### config.mk
export PLATFORM = sky130hd
export DESIGN_NAME = des_key_schedule
export DESIGN_NICKNAME = d
export VERILOG_FILES = /design/src/rtl/des_key_schedule.sv
export SDC_FILE = /design/constraint.sdc
export NUM_CORES = 2
export LEC_CHECK = 0
export CAP_MARGIN = 20
export CORE_MARGIN = 2
export CORE_UTILIZATION = 25
export DETAILED_ROUTE_END_ITERATION = 10
export SYNTH_ARGS = -nofsm -noshare
export SYNTH_HDL_FRONTEND = slang
export SYNTH_SLANG_ARGS = --single-unit
### constraint.sdc
create_clock -name clk -period 4.3 [get_ports clk]
set_input_delay 0.86 -clock clk [delete_from_list [all_inputs] [get_ports clk]]
set_output_delay 0.86 -clock clk [all_outputs]
set_load 0.01 [all_outputs]
### src/rtl/des_key_schedule.sv
// -----------------------------------------------------------------------------
// des_key_schedule
//
// Iterative DES key schedule. One 64-bit key is expanded into the sixteen
// 48-bit round keys, one round key per clock, and the full set is presented
// on a 768-bit registered bus for the downstream DES datapath. The output bus
// is double-buffered: round_keys only changes on the completion edge, so the
// consumer keeps the previous key set while a new one is being computed.
//
// Ports:
//   clk         in   1    rising-edge clock
//   rst_n       in   1    synchronous, active-low reset
//   start       in   1    request a new schedule (sampled only while ready=1)
//   key         in   64   DES key, key[63] = FIPS bit 1, parity bits ignored
//   decrypt     in   1    sampled with start; 1 = pack keys in reverse order
//   ready       out  1    high in IDLE
//   busy        out  1    high while rounds are being computed
//   keys_valid  out  1    one-cycle pulse after round_keys is updated
//   round_keys  out  768  packed round keys (K1 at [767:720] when decrypt=0)
// -----------------------------------------------------------------------------
module des_key_schedule (
    input  logic         clk,
    input  logic         rst_n,
    input  logic         start,
    input  logic [63:0]  key,
    input  logic         decrypt,
    output logic         ready,
    output logic         busy,
    output logic         keys_valid,
    output logic [767:0] round_keys
);

    typedef enum logic {
        S_IDLE = 1'b0,
        S_RUN  = 1'b1
    } state_t;

    // Permuted choice 1: entry i names the FIPS key bit that lands in
    // output bit i+1 (output bit 1 is the MSB of {C,D}).
    localparam int PC1_TAB [56] = '{
        57, 49, 41, 33, 25, 17,  9,
         1, 58, 50, 42, 34, 26, 18,
        10,  2, 59, 51, 43, 35, 27,
        19, 11,  3, 60, 52, 44, 36,
        63, 55, 47, 39, 31, 23, 15,
         7, 62, 54, 46, 38, 30, 22,
        14,  6, 61, 53, 45, 37, 29,
        21, 13,  5, 28, 20, 12,  4
    };

    // Permuted choice 2: selects 48 of the 56 {C,D} bits for each round key.
    localparam int PC2_TAB [48] = '{
        14, 17, 11, 24,  1,  5,
         3, 28, 15,  6, 21, 10,
        23, 19, 12,  4, 26,  8,
        16,  7, 27, 20, 13,  2,
        41, 52, 31, 37, 47, 55,
        30, 40, 51, 45, 33, 48,
        44, 49, 39, 56, 34, 53,
        46, 42, 50, 36, 29, 32
    };

    // FIPS bit n of a W-bit word sits at vector index W-n.
    function automatic logic [55:0] pc1(input logic [63:0] k);
        logic [55:0] v;
        v = '0;
        for (int i = 0; i < 56; i++) begin
            v[55-i] = k[64-PC1_TAB[i]];
        end
        return v;
    endfunction

    function automatic logic [47:0] pc2(input logic [55:0] cd);
        logic [47:0] v;
        v = '0;
        for (int i = 0; i < 48; i++) begin
            v[47-i] = cd[56-PC2_TAB[i]];
        end
        return v;
    endfunction

    function automatic logic [27:0] rotl28(input logic [27:0] v, input logic two);
        return two ? {v[25:0], v[27:26]} : {v[26:0], v[27]};
    endfunction

    state_t         r_state;
    state_t         w_state_next;
    logic [27:0]    r_c;
    logic [27:0]    r_d;
    logic [4:0]     r_cnt;
    logic           r_decrypt;
    logic [767:0]   r_work;
    logic [767:0]   r_round_keys;
    logic           r_keys_valid;

    logic           w_accept;
    logic           w_last;
    logic           w_rot_two;
    logic [27:0]    w_c_rot;
    logic [27:0]    w_d_rot;
    logic [47:0]    w_k;
    logic [767:0]   w_work_next;

    assign w_accept  = (r_state == S_IDLE) && start;
    assign w_last    = (r_cnt == 5'd16);
    // Rounds 1, 2, 9 and 16 rotate by one; every other round rotates by two.
    assign w_rot_two = !((r_cnt == 5'd1) || (r_cnt == 5'd2) ||
                         (r_cnt == 5'd9) || (r_cnt == 5'd16));
    assign w_c_rot   = rotl28(r_c, w_rot_two);
    assign w_d_rot   = rotl28(r_d, w_rot_two);
    assign w_k       = pc2({w_c_rot, w_d_rot});
    // Encrypt order shifts in at the LSB end so K1 ends up on top;
    // decrypt order shifts in at the MSB end so K16 ends up on top.
    assign w_work_next = r_decrypt ? {w_k, r_work[767:48]}
                                   : {r_work[719:0], w_k};

    // NOTE: reset is sampled on the clock edge only (synchronous), and all
    // state uses non-blocking assignments so every register sees the
    // pre-edge values of the others.
    always_ff @(posedge clk) begin
        if (!rst_n) begin
            r_state <= S_IDLE;
        end else begin
            r_state <= w_state_next;
        end
    end

    // NOTE: every output of this block gets a default first, so no path
    // leaves a signal unassigned and no latch is inferred.
    always_comb begin
        w_state_next = r_state;
        ready        = 1'b0;
        busy         = 1'b0;
        case (r_state)
            S_IDLE: begin
                ready = 1'b1;
                if (start) begin
                    w_state_next = S_RUN;
                end
            end
            S_RUN: begin
                busy = 1'b1;
                if (w_last) begin
                    w_state_next = S_IDLE;
                end
            end
            default: w_state_next = S_IDLE;
        endcase
    end

    always_ff @(posedge clk) begin
        if (!rst_n) begin
            r_c          <= '0;
            r_d          <= '0;
            r_cnt        <= '0;
            r_decrypt    <= 1'b0;
            r_work       <= '0;
            r_round_keys <= '0;
            r_keys_valid <= 1'b0;
        end else begin
            r_keys_valid <= 1'b0;
            if (w_accept) begin
                {r_c, r_d} <= pc1(key);
                r_cnt      <= 5'd1;
                r_decrypt  <= decrypt;
            end else if (r_state == S_RUN) begin
                r_c    <= w_c_rot;
                r_d    <= w_d_rot;
                r_work <= w_work_next;
                r_cnt  <= r_cnt + 5'd1;
                if (w_last) begin
                    // Publish the set including K16, which is only being
                    // shifted into r_work on this same edge.
                    r_round_keys <= w_work_next;
                    r_keys_valid <= 1'b1;
                    r_cnt        <= '0;
                end
            end
        end
    end

    assign keys_valid = r_keys_valid;
    assign round_keys = r_round_keys;

endmodule

==> results.json <==
{
  "status": "finished, final reports clean",
  "fp.dieH_um": 516.8,
  "startpoint_type": "flop",
  "cp.depth": 2,
  "slew_headroom_pct": 24.95,
  "dieArea_um2": 267000,
  "cts-buffers-inserted": 181,
  "finClkSkew_ns": 0.07052,
  "wire_per_inst_um": 28.56,
  "postCtsHoldBufs": 0,
  "portBuffers": 830,
  "grt_max_degree": 255,
  "ys_ff_latch": 1600,
  "start_util_pct": 25.08,
  "max-vdd-ir-drop_mv": 0.4117,
  "required_ns": 3.44,
  "drt_iter0_markers": 5680,
  "cts_tree": "done",
  "worstPathMaxFanout": 31,
  "core_area_um2": 262000,
  "leakage_nw": 42.33,
  "worstMarginPinSlew_ns": 1.094,
  "powerDensity_nw_per_um2": 425.5,
  "yosys_warnings": 0,
  "drcViolationCount": 0,
  "cts.clk_slew.worst_paths_ns": 0.06,
  "pin_count": 839,
  "antenna_left": 0,
  "rows": 188,
  "syn-cell-area_um2": 65730,
  "min_path_type": "reg2reg",
  "worstPathArrival_ns": 2.55,
  "grt_antenna_before_repair": 26,
  "syn_avg_cell_area_um2": 10.15,
  "route.vias.total": 54740,
  "wirelength_um": 303900,
  "rsz0062_at_grt": "false",
  "ctsResizeCount": 0,
  "path_buf_inv": 2,
  "insertion_delay_ns": 0.86,
  "die_w_um": 516.8,
  "dp.final_hpwl_um": 230600,
  "seq_area_frac_synth_pct": 48.73,
  "crit_type": "reg2out",
  "min_from": "round_keys[153]",
  "final_core_util_pct": 31.89,
  "gr-usage-all-layers_pct": 21.59,
  "cp-end-kind": "primary output",
  "fillers": 26850,
  "syn-num-nets": 6548,
  "reg2reg_to": "round_keys[529]",
  "grt_pass1_wl_um": 404400,
  "hold_viol": 0,
  "setup_viol": 0,
  "period_minus_slack_ns": 3.413,
  "drv_slew": 0,
  "root_buffer": "clkbuf_16",
  "layout.nets": 7042,
  "clk_path_buf_depth": 3,
  "area_delta_synth_final_pct": 27.12,
  "syn_inst": 6476,
  "grt_pass1_vias": 50030,
  "rrSetupSlack_ns": 1.33,
  "cpPeakStageDelay_ns": 0.66,
  "cts_setup_buffers": 0,
  "grt_overflow": 0,
  "synth.distinct_cells": 30,
  "crit_family": "buffers and inverters",
  "drt_pass1_iterations": 8,
  "path_cells": "clkinv_2 > clkdlybuf4s50_1",
  "drive_above_1_share_pct": 7.203,
  "place.gp.congestion": 0.8971,
  "finalSetupTns_ns": 0,
  "fin_crit_sh_pct": 79.37,
  "r2r_start": "r_cnt[0]",
  "cpMaxStageDelayCell": "clkdlybuf4s50_1",
  "htree_levels": 4,
  "r2r_cells": 8,
  "fmax_mhz": 293.0,
  "holdPathEnd": "round_keys[153]",
  "cap_violations": 0,
  "cts_num_sinks": 1600,
  "vias_per_cell": 5.145,
  "hold_depth": 1
}
-- placed cells by master (no fill, tap or decap), types with 12 or more instances in the layout --
master | netlist | final
o221ai_1 | 192 | 192
mux2i_1 | 728 | 725
nand4b_1 | 48 | 48
nand4_1 | 50 | 50
a21oi_1 | 58 | 58
clkinvlp_4 | 0 | 12
clkbuf_16 | 0 | 183
buf_4 | 4 | 103
nand2_1 | 1540 | 1540
mux2_2 | 56 | 56
o211a_1 | 1344 | 1344
clkbuf_1 | 470 | 44
clkinv_2 | 0 | 29
clkbuf_8 | 0 | 37
nand3_1 | 99 | 97
o21ai_0 | 57 | 57
buf_12 | 0 | 51
dfxtp_1 | 1600 | 1598
clkdlybuf4s50_1 | 0 | 828
-- routing by layer --
| layer | GRT usage, % | wire, um |
|---|---|---|
| met1 | 28.88 | 135200 |
| met3 | 3.957 | 19460 |
| met4 | 8.878 | 13710 |
| met2 | 34.06 | 135500 |
| met5 | 0 | 0 |
-- final cells by class --
cell class                      instances  area (um2)  share of cell area [%]
Inverter                                3       12.51                 0.01497
Antenna cell                            3       7.507                0.008984
Multi-Input combinational cell       4201       30880                   36.96
Sequential cell                      1600       32040                   38.34
Clock buffer                          264        5254                   6.288
Tap cell                             3515        4398                   5.263
Clock inverter                         71       877.1                   1.050
Timing Repair Buffer                  983       10090                   12.07
-- state kept, by name, summed over array words and instances (netlist names) --
register    flops
r_state         1
r_d            28
r_c            28
r_work        768
round_keys    768
keys_valid      1
r_cnt           5
r_decrypt       1
-- Yosys cell counts, drive strengths merged --
master	count	share of area, %
dfxtp	1600	49
nand2	1540	8.8
o211a	1344	20
mux2i	728	11
clkbuf	470	2.7
buf	202	1.6
o221ai	192	2.6
nand3	99	0.75
a21oi	58	0.44
o21ai	57	0.43
mux2	56	0.96
nand4	50	0.48
nand4b	48	0.64
nor2	8	0.046
ha	4	0.076
inv	3	0.017
nand2b	3	0.029
nand3b	3	0.034
xor2	3	0.040
nor2b	2	0.019
a21boi	1	0.011
a221oi	1	0.023
and2	1	0.0095
and3	1	0.0095
and4bb	1	0.019
nor3	1	0.0076
-- how the worst max path moves through the flow --
stage	slack, ns	to	startpoint
final	0.89	ready	r_state
after global routing	0.72	ready	r_state
after CTS	0.80	ready	r_state
after detailed placement	1.45	round_keys[104]	r_cnt[0]
after global placement	1.47	r_work[45]	r_cnt[0]
after floorplan	2.23	r_d[0]	start
-- per-stage QoR --
stage,instance area [um2],instances,setup slack (ns),power [W],hold WS [ns]
3_3_place_gp,77420,10300,1.468,0.01978,0.4729
3_5_place_dp,77420,10300,1.445,0.01986,0.4807
5_1_grt,83550,10640,0.7227,0.03670,0.5079
2_1_floorplan,65730,6476,2.225,0.01816,0.4531
4_1_cts,83550,10640,0.8049,0.03587,0.4821
6_report,83560,10640,0.8871,0.03555,0.4945
-- cell families (layout without fill, tap and decap cells) --
kind of cell    count (synthesis)  after routing  synth area share (%)
compound gates               1653           1653                 23.93
xor+xnor                        3              3               0.03998
fa+ha+maj                       4              4               0.07614
buf+inv                       675           1321                 4.336
flops                        1600           1600                 48.73
mux                           784            784                 12.05
other cells                     0              3                     0
simple gates                 1757           1757                 10.84
-- report_power, final --
group	internal, W	switching (W)	total [W]
Combinational	0.00113	0.00179	0.00292
Sequential	0.0154	0.00122	0.0166
Clock	0.00911	0.00688	0.0160
Total	0.0257	0.00990	0.0356
-- worst register-to-register path, cell delays in order, from the launching register on --
cell	delay (ns)
dfxtp_1	0.37
inv_1	0.11
ha_1	0.17
and4bb_2	0.26
and2_4	0.79
buf_12	0.56
buf_12	0.25
nand2_1	0.14
o211a_1	0.15
(Power assumes the default switching activity.)
